## config.mk

```make
export PLATFORM = sky130hd
export DESIGN_NAME = axis_bitflip_arb
export DESIGN_NICKNAME = d
export VERILOG_FILES = /design/src/rtl/axis_arb_pkg.sv /design/src/rtl/axis_skid_buf.sv /design/src/rtl/axis_bitflip_arb.sv
export SDC_FILE = /design/constraint.sdc
export NUM_CORES = 1
export LEC_CHECK = 0
export BUFFER_PORTS_ARGS = -buffer_cell sky130_fd_sc_hd__buf_2
export CAP_MARGIN = 20
export CORE_AREA = 2 2 88 175
export CTS_CLUSTER_DIAMETER = 50
export DETAILED_ROUTE_END_ITERATION = 10
export DIE_AREA = 0 0 90 177
export GPL_TIMING_DRIVEN = 0
export SYNTH_ARGS = -nofsm -noshare
export SYNTH_HDL_FRONTEND = slang
export SYNTH_HIERARCHICAL = 1
export SYNTH_SLANG_ARGS = --single-unit
```

## constraint.sdc

```tcl
create_clock -name ACLK -period 2.84 [get_ports ACLK]
set_clock_uncertainty 0.2 [all_clocks]
set_input_delay 0.142 -clock ACLK [delete_from_list [all_inputs] [get_ports ACLK]]
set_output_delay 0.142 -clock ACLK [all_outputs]
set_load 0.02 [all_outputs]
```

## src/rtl/axis_arb_pkg.sv

```systemverilog
// Shared types and helpers for the axis_bitflip_arb source arbiter.
package axis_arb_pkg;

    localparam int DEF_DATA_W = 32;
    localparam int MAX_SRC    = 8;

    typedef enum logic {
        ST_IDLE,
        ST_BUSY
    } arb_state_e;

    // First requester strictly after `last`, wrapping modulo n; holds `last` when nothing requests.
    function automatic logic [2:0] rr_next(
        input logic [MAX_SRC-1:0] req,
        input logic [2:0]         last,
        input int                 n
    );
        logic [2:0] sel;
        int         idx;
        sel = last;
        // Walk from the farthest candidate down so the nearest one is assigned last and wins.
        for (int k = MAX_SRC; k >= 1; k--) begin
            if (k <= n) begin
                idx = (int'(last) + k) % n;
                if (req[idx]) sel = 3'(idx);
            end
        end
        return sel;
    endfunction

endpackage

```

## src/rtl/axis_skid_buf.sv

```systemverilog
// Two-entry AXI-Stream register slice: registered outputs, full throughput, one cycle latency.
module axis_skid_buf
    import axis_arb_pkg::*;
#(
    parameter int WIDTH = 8
) (
    input  logic             clk,
    input  logic             rst_n,
    input  logic [WIDTH-1:0] in_data,
    input  logic             in_valid,
    output logic             in_ready,
    output logic [WIDTH-1:0] out_data,
    output logic             out_valid,
    input  logic             out_ready
);

    logic [1:0]       cnt;
    logic [WIDTH-1:0] skid_q;
    logic             push;
    logic             pop;

    // Ready depends only on registered occupancy, so no path from out_ready to in_ready.
    assign in_ready = (cnt != 2'd2);
    assign push     = in_valid & in_ready;
    assign pop      = out_valid & out_ready;

    always_ff @(posedge clk or negedge rst_n) begin
        if (!rst_n) begin
            cnt       <= 2'd0;
            skid_q    <= '0;
            out_data  <= '0;
            out_valid <= 1'b0;
        end else begin
            case (cnt)
                2'd0: begin
                    if (push) begin
                        out_data  <= in_data;
                        out_valid <= 1'b1;
                        cnt       <= 2'd1;
                    end
                end
                2'd1: begin
                    case ({push, pop})
                        2'b11: out_data <= in_data;
                        2'b10: begin
                            skid_q <= in_data;
                            cnt    <= 2'd2;
                        end
                        2'b01: begin
                            out_valid <= 1'b0;
                            cnt       <= 2'd0;
                        end
                        default: ;
                    endcase
                end
                default: begin
                    if (pop) begin
                        out_data <= skid_q;
                        cnt      <= 2'd1;
                    end
                end
            endcase
        end
    end

endmodule

```

## src/rtl/axis_bitflip_arb.sv

```systemverilog
// Packet-granular round-robin arbiter feeding one bitflip engine; TDEST carries the source index.
// Optional ARB_PKT_CNT_EN adds PKT_CNT, a count of output packets (TLAST beats accepted).
module axis_bitflip_arb
    import axis_arb_pkg::*;
#(
    parameter int NUM_SRC = 4,
    parameter int DATA_W  = DEF_DATA_W,
    parameter int SEL_W   = 2
) (
    input  logic                        ACLK,
    input  logic                        ARESETN,
    input  logic [NUM_SRC*DATA_W-1:0]   S_AXIS_TDATA,
    input  logic [NUM_SRC*DATA_W/8-1:0] S_AXIS_TKEEP,
    input  logic [NUM_SRC-1:0]          S_AXIS_TLAST,
    input  logic [NUM_SRC-1:0]          S_AXIS_TVALID,
    output logic [NUM_SRC-1:0]          S_AXIS_TREADY,
    output logic [DATA_W-1:0]           M_AXIS_TDATA,
    output logic [DATA_W/8-1:0]         M_AXIS_TKEEP,
    output logic                        M_AXIS_TLAST,
    output logic [SEL_W-1:0]            M_AXIS_TDEST,
    output logic                        M_AXIS_TVALID,
`ifdef ARB_PKT_CNT_EN
    output logic [31:0]                 PKT_CNT,
`endif
    input  logic                        M_AXIS_TREADY
);

    localparam int KEEP_W = DATA_W / 8;
    localparam int PAY_W  = SEL_W + 1 + KEEP_W + DATA_W;

    arb_state_e        state;
    logic [SEL_W-1:0]  grant;
    logic [SEL_W-1:0]  last_grant;
    logic [SEL_W-1:0]  grant_nxt;

    logic [DATA_W-1:0] sel_data;
    logic [KEEP_W-1:0] sel_keep;
    logic              sel_last;
    logic              sel_valid;
    logic              busy;
    logic              buf_ready;
    logic              accept;
    logic [PAY_W-1:0]  in_pay;
    logic [PAY_W-1:0]  out_pay;

    assign grant_nxt = SEL_W'(rr_next(MAX_SRC'(S_AXIS_TVALID), 3'(last_grant), NUM_SRC));

    assign sel_data  = S_AXIS_TDATA[int'(grant)*DATA_W +: DATA_W];
    assign sel_keep  = S_AXIS_TKEEP[int'(grant)*KEEP_W +: KEEP_W];
    assign sel_last  = S_AXIS_TLAST[grant];
    assign sel_valid = S_AXIS_TVALID[grant];

    assign busy   = (state == ST_BUSY);
    assign accept = busy & sel_valid & buf_ready;
    assign in_pay = {grant, sel_last, sel_keep, sel_data};

    always_comb begin
        S_AXIS_TREADY = '0;
        if (busy) S_AXIS_TREADY[grant] = buf_ready;
    end

    // The grant stays locked through valid gaps; only an accepted TLAST releases it.
    always_ff @(posedge ACLK or negedge ARESETN) begin
        if (!ARESETN) begin
            state      <= ST_IDLE;
            grant      <= '0;
            last_grant <= SEL_W'(NUM_SRC - 1);
        end else begin
            case (state)
                ST_IDLE: begin
                    if (|S_AXIS_TVALID) begin
                        grant <= grant_nxt;
                        state <= ST_BUSY;
                    end
                end
                default: begin
                    if (accept && sel_last) begin
                        last_grant <= grant;
                        state      <= ST_IDLE;
                    end
                end
            endcase
        end
    end

    axis_skid_buf #(
        .WIDTH (PAY_W)
    ) u_skid (
        .clk       (ACLK),
        .rst_n     (ARESETN),
        .in_data   (in_pay),
        .in_valid  (busy & sel_valid),
        .in_ready  (buf_ready),
        .out_data  (out_pay),
        .out_valid (M_AXIS_TVALID),
        .out_ready (M_AXIS_TREADY)
    );

    assign {M_AXIS_TDEST, M_AXIS_TLAST, M_AXIS_TKEEP, M_AXIS_TDATA} = out_pay;

`ifdef ARB_PKT_CNT_EN
    always_ff @(posedge ACLK or negedge ARESETN) begin
        if (!ARESETN) PKT_CNT <= 32'd0;
        else if (M_AXIS_TVALID && M_AXIS_TREADY && M_AXIS_TLAST) PKT_CNT <= PKT_CNT + 32'd1;
    end
`endif

endmodule

```

======== Word-level counts from Yosys, hierarchy flattened ========
Index checks and enable logic that the tools add are counted.
word-level totals
  flip-flop bits (word level) ............. 86
  latch bits .............................. 0
  memory bits (writable) .................. 0
  bits in read-only memories .............. 0
  output and inout port bits .............. 44
  logic and storage cells ................. 90
  memories kept ........................... 0
cells by class
  $add $sub $neg .......................... 4
  multiply operators ...................... 0
  div/mod/pow operators ................... 0
  order comparisons ....................... 6
  equal/unequal tests ..................... 9
  shift operators ......................... 2
  multiplexer cells ....................... 37
  bitwise gates (word level) .............. 9
  reduce and logical (&&, ||, !) cells .... 16
operators with widths
  cell                                                        count
  indexed part select 128 x 8 -> 32 bit                       1
  2-to-1 mux 39 bit                                           3
  one-hot mux 39 bit (2 select lines)                         1
  less-than comparator 3 x 5 -> 1 bit, second input constant  4
  2-to-1 mux 1 bit                                            16
  indexed part select 16 x 5 -> 4 bit                         1
  binary-select mux 1 bit (select 3 bit)                      4
  2-to-1 mux 2 bit                                            6
  AND reduction 3 bit                                         3
  inequality test 2 bit, second input constant                4
  one-hot mux 2 bit (2 select lines)                          2
  OR reduction 2 bit                                          4
  AND reduction 2 bit                                         3
  adder 2 x 1 -> 2 bit, second input constant                 2
  adder 2 bit, second input constant                          2
  bitwise AND 1 bit, first input constant                     4
  bitwise AND 4 bit                                           1
  binary-select mux 1 bit (select 2 bit)                      2
  == test 2 x 1 -> 1 bit, second input constant               2
  == test 2 bit, second input constant                        2
  2-to-1 mux 4 bit                                            1
  OR reduction 4 bit                                          1
  bitwise AND 1 bit                                           3
  less-than comparator 2 x 3 -> 1 bit, second input constant  1
  other kinds (9)                                             10

======== Longest topological paths before layout ========
Gate-level depths: netlist of run 1.
  depth in word-level cells ............... 10
  mapped depth ............................ 8
  mapped depth without buffers ............ 5

======== Cells and area by module ========
Netlist of run 1, hierarchy kept.
by module, submodules not included
  module            instances  cells an instance  area an instance (µm²)  sequential area each (µm²)
  axis_skid_buf     1          226                3529.6                  2026.9
  axis_bitflip_arb  1          85                 1237.4                  127.6

======== Least setup slack after synthesis of run 1 ========
No wires, ideal clock.
  kind .................................... register to register
  start point ............................. register grant[1]
  end point ............................... register u_skid.skid_q[28]
  library setup time ...................... 0.125 ns
  arrival ................................. 2.051 ns
  setup slack ............................. 0.464 ns
  cell stages (with the launch flop) ...... 9
  path buffers ............................ 3
  period minus slack after synthesis ...... 2.376 ns
  cell sequence ........................... dfrtp_1 buf_4 mux4_2 and2_1 nand2_1 nor3b_2 buf_2 buf_4 mux2_2
on the way
  word-level cells in the longest chain between the ends .. 6
  elaborated cells on any way between the ends .. 7
RTL lines
  what                                    line                    RTL
  start: declaration                      axis_bitflip_arb.sv:32  logic [SEL_W-1:0] grant;
  start signal: assignment                axis_bitflip_arb.sv:72  grant <= grant_nxt;
  binary-select mux 1 bit (select 2 bit)  axis_bitflip_arb.sv:51  assign sel_valid = S_AXIS_TVALID[grant];
  2-to-1 mux 1 bit (not written as such)  axis_bitflip_arb.sv:51
  bitwise AND 1 bit                       axis_bitflip_arb.sv:92  .in_valid (busy & sel_valid),
  bitwise AND 1 bit                       axis_skid_buf.sv:24     assign push = in_valid & in_ready;
  == test 2 bit                           axis_skid_buf.sv:43     case ({push, pop})
  AND reduction 2 bit (no source line)    n/a
  end signal: assignment                  axis_skid_buf.sv:46     skid_q <= in_data;
  end: declaration                        axis_skid_buf.sv:18     logic [WIDTH-1:0] skid_q;
Several ways; a longest one is shown, not always the timed one. The select of a mux whose other input is x is not followed.
A chain may end at the register's enable or synchronous reset.

======== Final worst setup path of run 1 ========
  start point ............................. register grant[1]
  end point ............................... register u_skid.skid_q[32]
The elaborated chain is that of the path after synthesis.

==> impl_metrics.toml, run 1 <==
[worst_setup_path]
cp_data_required_time_ns = 2.86
worstPathCellList = "buf_4 > mux4_2 > and2_1 > nand2_1 > nor3b_2 > buf_2 > buf_4 > mux2_2"
rrSetupSlack_ns = 0.15
worstReg2RegStart = "grant[1]"
criticalPathCategory = "flop to flop"
cp_common_cell = "sky130_fd_sc_hd__buf_4"
critical_path.max_stage_delay_ns = 0.39
crit_path_top_delay_cell = "sky130_fd_sc_hd__dfrtp_1"
worst_r2r_path_depth = 8
critPathMaxFanout = 10
cp-start-kind = "flop"
crit_start = "grant[1]"
timing.rr.end = "u_skid/skid_q[32]"
arrival_time_of_the_worst_setup_path_ns = 2.71
worst_setup_path_end_kind = "flop"

[sta]
slew_viol_final = 0
fmax_ghz = 0.372
grt_setup_unrepaired = "no"
timing.final.crit_period_ns = 2.69
timing_hold_violations_final = 0
fin_setup_tns_ns = 0
hold_ws_ns = 0.0427
worstMarginPinSlew_ns = 0.678
report.final.setup_viol = 0
min_period_over_period = 0.947
relSlewSlack = 0.548

[cts]
cts_tree = "yes"
clock_tree.buffer_depth = 2
cts_setup_buffers = 0
number_of_levels_the_h_tree_was_split_into = 3
cts_buffers = 9
cts_repair_resized_insts = 0
total_clock_sinks = 86
clock_insertion_delay_at_the_later_pin_of_the_skew_report_ns = 0.33
clock-root-buffer = "sky130_fd_sc_hd__clkbuf_16"
path_clk_slew_ns = 0.06

[power]
power.density_nw_per_um2 = 422
max-vdd-ir-drop_v = 0.000281
leakage_nw = 3.30

[drt]
dr_total_vias = 3522
routed_wirelength_um = 11400
routed_via_density = 4.87
drt_iter0_drc = 59
drc = 0
route.detailed.wl_per_inst_um = 15.8
first_pass_iters = 4
antenna_violating_nets_post_route = 0

[floorplan]
core.rowCount = 63
fp.dieW_um = 90
die_area_um2 = 15900
floorplan.initialDensity = 0.325
floorplan.core_area_um2 = 14700
ioPinCount = 199
floorplan.die.height_um = 177

[place]
hpwl_um = 8640
gp_routability_congestion = 0.740
place.port_buffers = 198

[finish]
nNetsFinal = 678
fillerInstances = 1412
syn2layout_area_growth_pct = 32.6
n_antenna_cell = 0
drive_above_1_share = 0.722

[synthesis]
seq_area_frac_synth = 0.452
yosysTopAreaCell = "sky130_fd_sc_hd__dfrtp_1"
netlist_instances = 311
yosys_register_bits = 86
yosys.cell_types.count = 38
synthesis.area_per_instance_um2 = 15.3
synthTopCellsByArea = "sky130_fd_sc_hd__dfrtp_1 44%, sky130_fd_sc_hd__mux2_2 26%, sky130_fd_sc_hd__mux4_2 18%"
syn-num-nets = 466
synth_ff_type = "sky130_fd_sc_hd__dfrtp_1"
synthArstFlopShare = 1.00
netlist.area_leader.share = 0.441
yosys_warnings = 6
synth.cell_area_um2 = 4770
number_of_flops_mapped_to_enable_cells_by_yosys = 0

[global_route]
grt_overflow = 0
grt_util_all_layers = 0.149
largest_net_degree_at_the_start_of_global_routing = 62
grt_pass1_wl_um = 18900
first_global_vias = 3685
antenna_found_initial = 0

[min_path]
whs_endpoint = "grant[1]"
hold_path_depth = 3
worstHoldPathType = "input pin to flop"
holdCritStartpoint = "S_AXIS_TVALID[2]"

[status]
status = "complete, no violations"

[job]
max_cap_violations = 0
==> how the worst max path moves through the flow <==
stage                                   end  slack, ns
after floorplan           u_skid/skid_q[28]       0.46
after global placement    u_skid/skid_q[29]       0.14
after detailed placement  u_skid/skid_q[29]       0.12
after CTS                 u_skid/skid_q[32]       0.10
after global routing      u_skid/skid_q[32]       0.01
final                     u_skid/skid_q[32]       0.15
==> logic make-up (layout without fill, tap and decap cells) <==
| group | Yosys count | count (layout) | share of synthesized area |
|---|---|---|---|
| mux | 159 | 159 | 0.465 |
| flops | 86 | 86 | 0.452 |
| buf+inv | 27 | 244 | 0.0320 |
| simple gates | 25 | 25 | 0.0307 |
| compound gates | 14 | 14 | 0.0202 |
==> critical path, delay by kind of cell (launching register included) <==
family	cells	cell delay (ns)
buffers and inverters	3	0.75
DFF	1	0.39
muxes	2	0.72
and+or+nand+nor	3	0.51
==> layout make-up <==
cell class / count / area [um2] / share of cell area
Multi-Input combinational cell: 198 / 2460 / 0.389
Sequential cell: 86 / 2150 / 0.341
Timing Repair Buffer: 201 / 1040 / 0.165
Clock buffer: 12 / 246 / 0.0390
Tap cell: 195 / 244 / 0.0386
Buffer: 24 / 141 / 0.0224
Clock inverter: 4 / 22.5 / 0.00356
Inverter: 3 / 11.3 / 0.00178
==> flip-flops by register name, indices dropped and copies added (netlist names) <==
name	flops
u_skid/skid_q	39
busy	1
u_skid/cnt	2
u_skid/out_data	39
last_grant	2
u_skid/out_valid	1
grant	2
==> timing repair <==
| action | in CTS | in global routing |
|---|---|---|
| hold endpoints to repair | 85 | 0 |
| hold buffers | 2 | 0 |
| setup endpoints to repair | 0 | 0 |
==> layout by cell type (no fill, tap or decap), drive strengths merged, types with 2 or more instances in the layout <==
| cell | synthesis | final |
|---|---|---|
| nand2 | 4 | 4 |
| o21ai | 2 | 2 |
| buf | 17 | 216 |
| nor3b | 2 | 2 |
| clkbuf | 7 | 19 |
| dfrtp | 84 | 84 |
| dlygate4sd3 | 0 | 2 |
| nor3 | 4 | 4 |
| nand2b | 2 | 2 |
| a21oi | 6 | 6 |
| mux2 | 120 | 120 |
| mux4 | 38 | 38 |
| clkinv | 0 | 3 |
| or2 | 2 | 2 |
| inv | 3 | 3 |
| nor2 | 4 | 4 |
| dfstp | 2 | 2 |
==> routing by layer <==
layer,share of wire,global-route usage,routed length [um]
met3,0.080,0.0358,916
met5,0,0,0
met1,0.43,0.189,4930
met2,0.48,0.253,5450
met4,0.012,0.0462,135
==> report_power, final <==
| group | total, mW | switching (mW) | internal (mW) |
|---|---|---|---|
| registers | 1.23 | 0.00157 | 1.23 |
| logic | 0.349 | 0.147 | 0.203 |
| clock network | 1.09 | 0.474 | 0.613 |
| total | 2.67 | 0.622 | 2.04 |
==> cells in the mapped netlist (3+ instances only) <==
library cell,n
sky130_fd_sc_hd__inv_1,3
sky130_fd_sc_hd__a21oi_1,5
sky130_fd_sc_hd__dfrtp_1,84
sky130_fd_sc_hd__mux2_1,12
sky130_fd_sc_hd__buf_2,8
sky130_fd_sc_hd__mux4_2,38
sky130_fd_sc_hd__nor2_1,4
sky130_fd_sc_hd__clkbuf_1,7
sky130_fd_sc_hd__nor3_1,4
sky130_fd_sc_hd__mux2_2,108
sky130_fd_sc_hd__buf_4,4
sky130_fd_sc_hd__nand2_1,4
==> metrics by stage <==
stage	std cells	worst slack (ns)	total power, mW	util	area, um2
after floorplan	311	0.464	1.43	-	4770
after global placement	704	0.142	1.60	0.409	6000
after detailed placement	705	0.121	1.61	0.411	6030
after CTS	723	0.104	2.72	0.431	6320
after global routing	723	0.0147	2.80	0.431	6320
final	723	0.150	2.67	0.431	6320
Power figures use the tool's default switching activity.
==> run 2: changes to the inputs <==
--- a/config.mk
+++ b/config.mk
@@ -11,7 +11,6 @@
 export CTS_CLUSTER_DIAMETER = 50
 export DETAILED_ROUTE_END_ITERATION = 10
 export DIE_AREA = 0 0 90 177
-export GPL_TIMING_DRIVEN = 0
 export SYNTH_ARGS = -nofsm -noshare
 export SYNTH_HDL_FRONTEND = slang
 export SYNTH_HIERARCHICAL = 1
==> impl_metrics.toml, run 2 (synthesis gave the netlist of run 1 again) <==
[finish]
mostFrequentLayoutCell = "sky130_fd_sc_hd__buf_2"
n_antenna_cell = 0
layout.cells.most_common_list = "197 x sky130_fd_sc_hd__buf_2, 108 x sky130_fd_sc_hd__mux2_2, 81 x sky130_fd_sc_hd__dfrtp_1"
fillerInstances = 1394
largestRegisters = "u_skid/out_data (39), u_skid/skid_q (39)"
drive_above_1_share = 0.738
nNetsFinal = 662
syn2layout_area_growth_pct = 32.3

[place]
gp_routability_congestion = 0.713
place_ws_ns = 0.310
hpwl_um = 7930
place.port_buffers = 198

[cts]
path_clk_slew_ns = 0.06
clock_insertion_delay_at_the_later_pin_of_the_skew_report_ns = 0.33
cts_tree = "yes"
cts_repair_resized_insts = 0
number_of_levels_the_h_tree_was_split_into = 3
cts_buffers = 9
clock_tree.buffer_depth = 2
total_clock_sinks = 86
clock-root-buffer = "sky130_fd_sc_hd__clkbuf_16"

[power]
max-vdd-ir-drop_v = 0.000266
leakage_nw = 3.27
total_power_mw = 2.75
power.density_nw_per_um2 = 436

[worst_setup_path]
cp-start-kind = "flop"
crit_path_top_delay_cell = "sky130_fd_sc_hd__a21oi_4"
cp_data_required_time_ns = 2.86
critical_path.max_stage_delay_ns = 0.50
worst_setup_path_end_kind = "flop"
criticalPathCategory = "flop to flop"
arrival_time_of_the_worst_setup_path_ns = 2.53
worstPathCellList = "mux4_2 > and2_1 > nor2_1 > a21oi_4 > buf_12 > mux2_2"
critPathMaxFanout = 25

[status]
status = "complete, no violations"

[sta]
fmax_ghz = 0.398
min_period_over_period = 0.885
timing_hold_violations_final = 0
finalWorstSetupSlack_ns = 0.327
relSlewSlack = 0.610
timing.final.crit_period_ns = 2.51
report.final.setup_viol = 0
worstMarginPinSlew_ns = 0.584
grt_setup_unrepaired = "no"
hold_ws_ns = 0.0300
slew_viol_final = 0
fin_setup_tns_ns = 0

[floorplan]
floorplan.core_area_um2 = 14700
core.rowCount = 63
die_area_um2 = 15900
fp.dieW_um = 90
floorplan.die.height_um = 177
ioPinCount = 199
floorplan.initialDensity = 0.325

[drt]
dr_total_vias = 3468
route.detailed.wl_per_inst_um = 15.3
drc = 0
first_pass_iters = 4
routed_via_density = 4.91
antenna_violating_nets_post_route = 0
routed_wirelength_um = 10800
drt_iter0_drc = 106

[global_route]
grt_overflow = 0
first_global_vias = 3647
antenna_found_initial = 0
grt_util_all_layers = 0.142
largest_net_degree_at_the_start_of_global_routing = 49
grt_pass1_wl_um = 18100

[min_path]
worstHoldPathType = "input pin to flop"

[job]
max_cap_violations = 0
[run 2: worst max-delay path: cells and delay by family (launching register included)]
| family | cells | cell delay [ns] |
|---|---|---|
| AO/OA/AOI/OAI | 1 | 0.50 |
| multiplexers | 2 | 0.71 |
| AND/OR/NAND/NOR | 2 | 0.30 |
| flip-flops | 1 | 0.41 |
| buffers and inverters | 1 | 0.27 |
[run 2: report_power, final]
part | total [mW] | internal [mW] | leakage (nW) | switching (mW)
combinational | 0.341 | 0.200 | 1.95 | 0.141
sequential | 1.23 | 1.23 | 1.18 | 0.00202
clock | 1.18 | 0.684 | 0.142 | 0.492
total | 2.75 | 2.11 | 3.27 | 0.636
[run 2: what timing repair did]
item / CTS / global route
buffers inserted: 0 / 0
endpoints found under the hold margin: 40 / 0
hold buffers: 3 / 0
[run 2: path summary, 6_finish.rpt]
| path | start | endpoint | slack (ns) | cells past startpoint |
|---|---|---|---|---|
| max | grant[1] | u_skid/out_data[13] | 0.33 | 6 |
| min | S_AXIS_TVALID[0] | grant[0] | 0.03 | 3 |
| max reg2reg | grant[1] | u_skid/out_data[13] | 0.33 | 6 |
| min reg2reg | u_skid/out_data[30] | u_skid/out_data[30] | 0.28 | 1 |
| max in group asynchronous | ARESETN | u_skid/skid_q[19] | 1.64 | 3 |
| min in group asynchronous | ARESETN | u_skid/out_data[10] | 0.14 | 2 |
[run 2: cell type report]
cell class                 instances  area (um2)  area share
timing repair buffer             209        1120       0.178
inverter                           3        11.3     0.00179
tap                              195         244      0.0387
clock inverter                     7        72.6      0.0115
multi-input combinational        198        2470       0.392
clock buffer                       9         225      0.0357
sequential                        86        2160       0.342
[run 2: per-stage QoR]
stage	util	instance area, um2	cells
final	0.430	6310	707
after global routing	0.430	6310	707
after CTS	0.430	6310	707
after detailed placement	0.408	5980	688
after global placement	0.408	5980	688
after floorplan	-	4770	311
[run 2: routing by layer]
layer / GRT usage / vias up / wire [um]
met5: 0 / - / 0
met4: 0.0481 / 0 / 150
met3: 0.0464 / 13 / 1020
met2: 0.232 / 164 / 5020
met1: 0.176 / 1704 / 4630
li1: - / 1587 / -
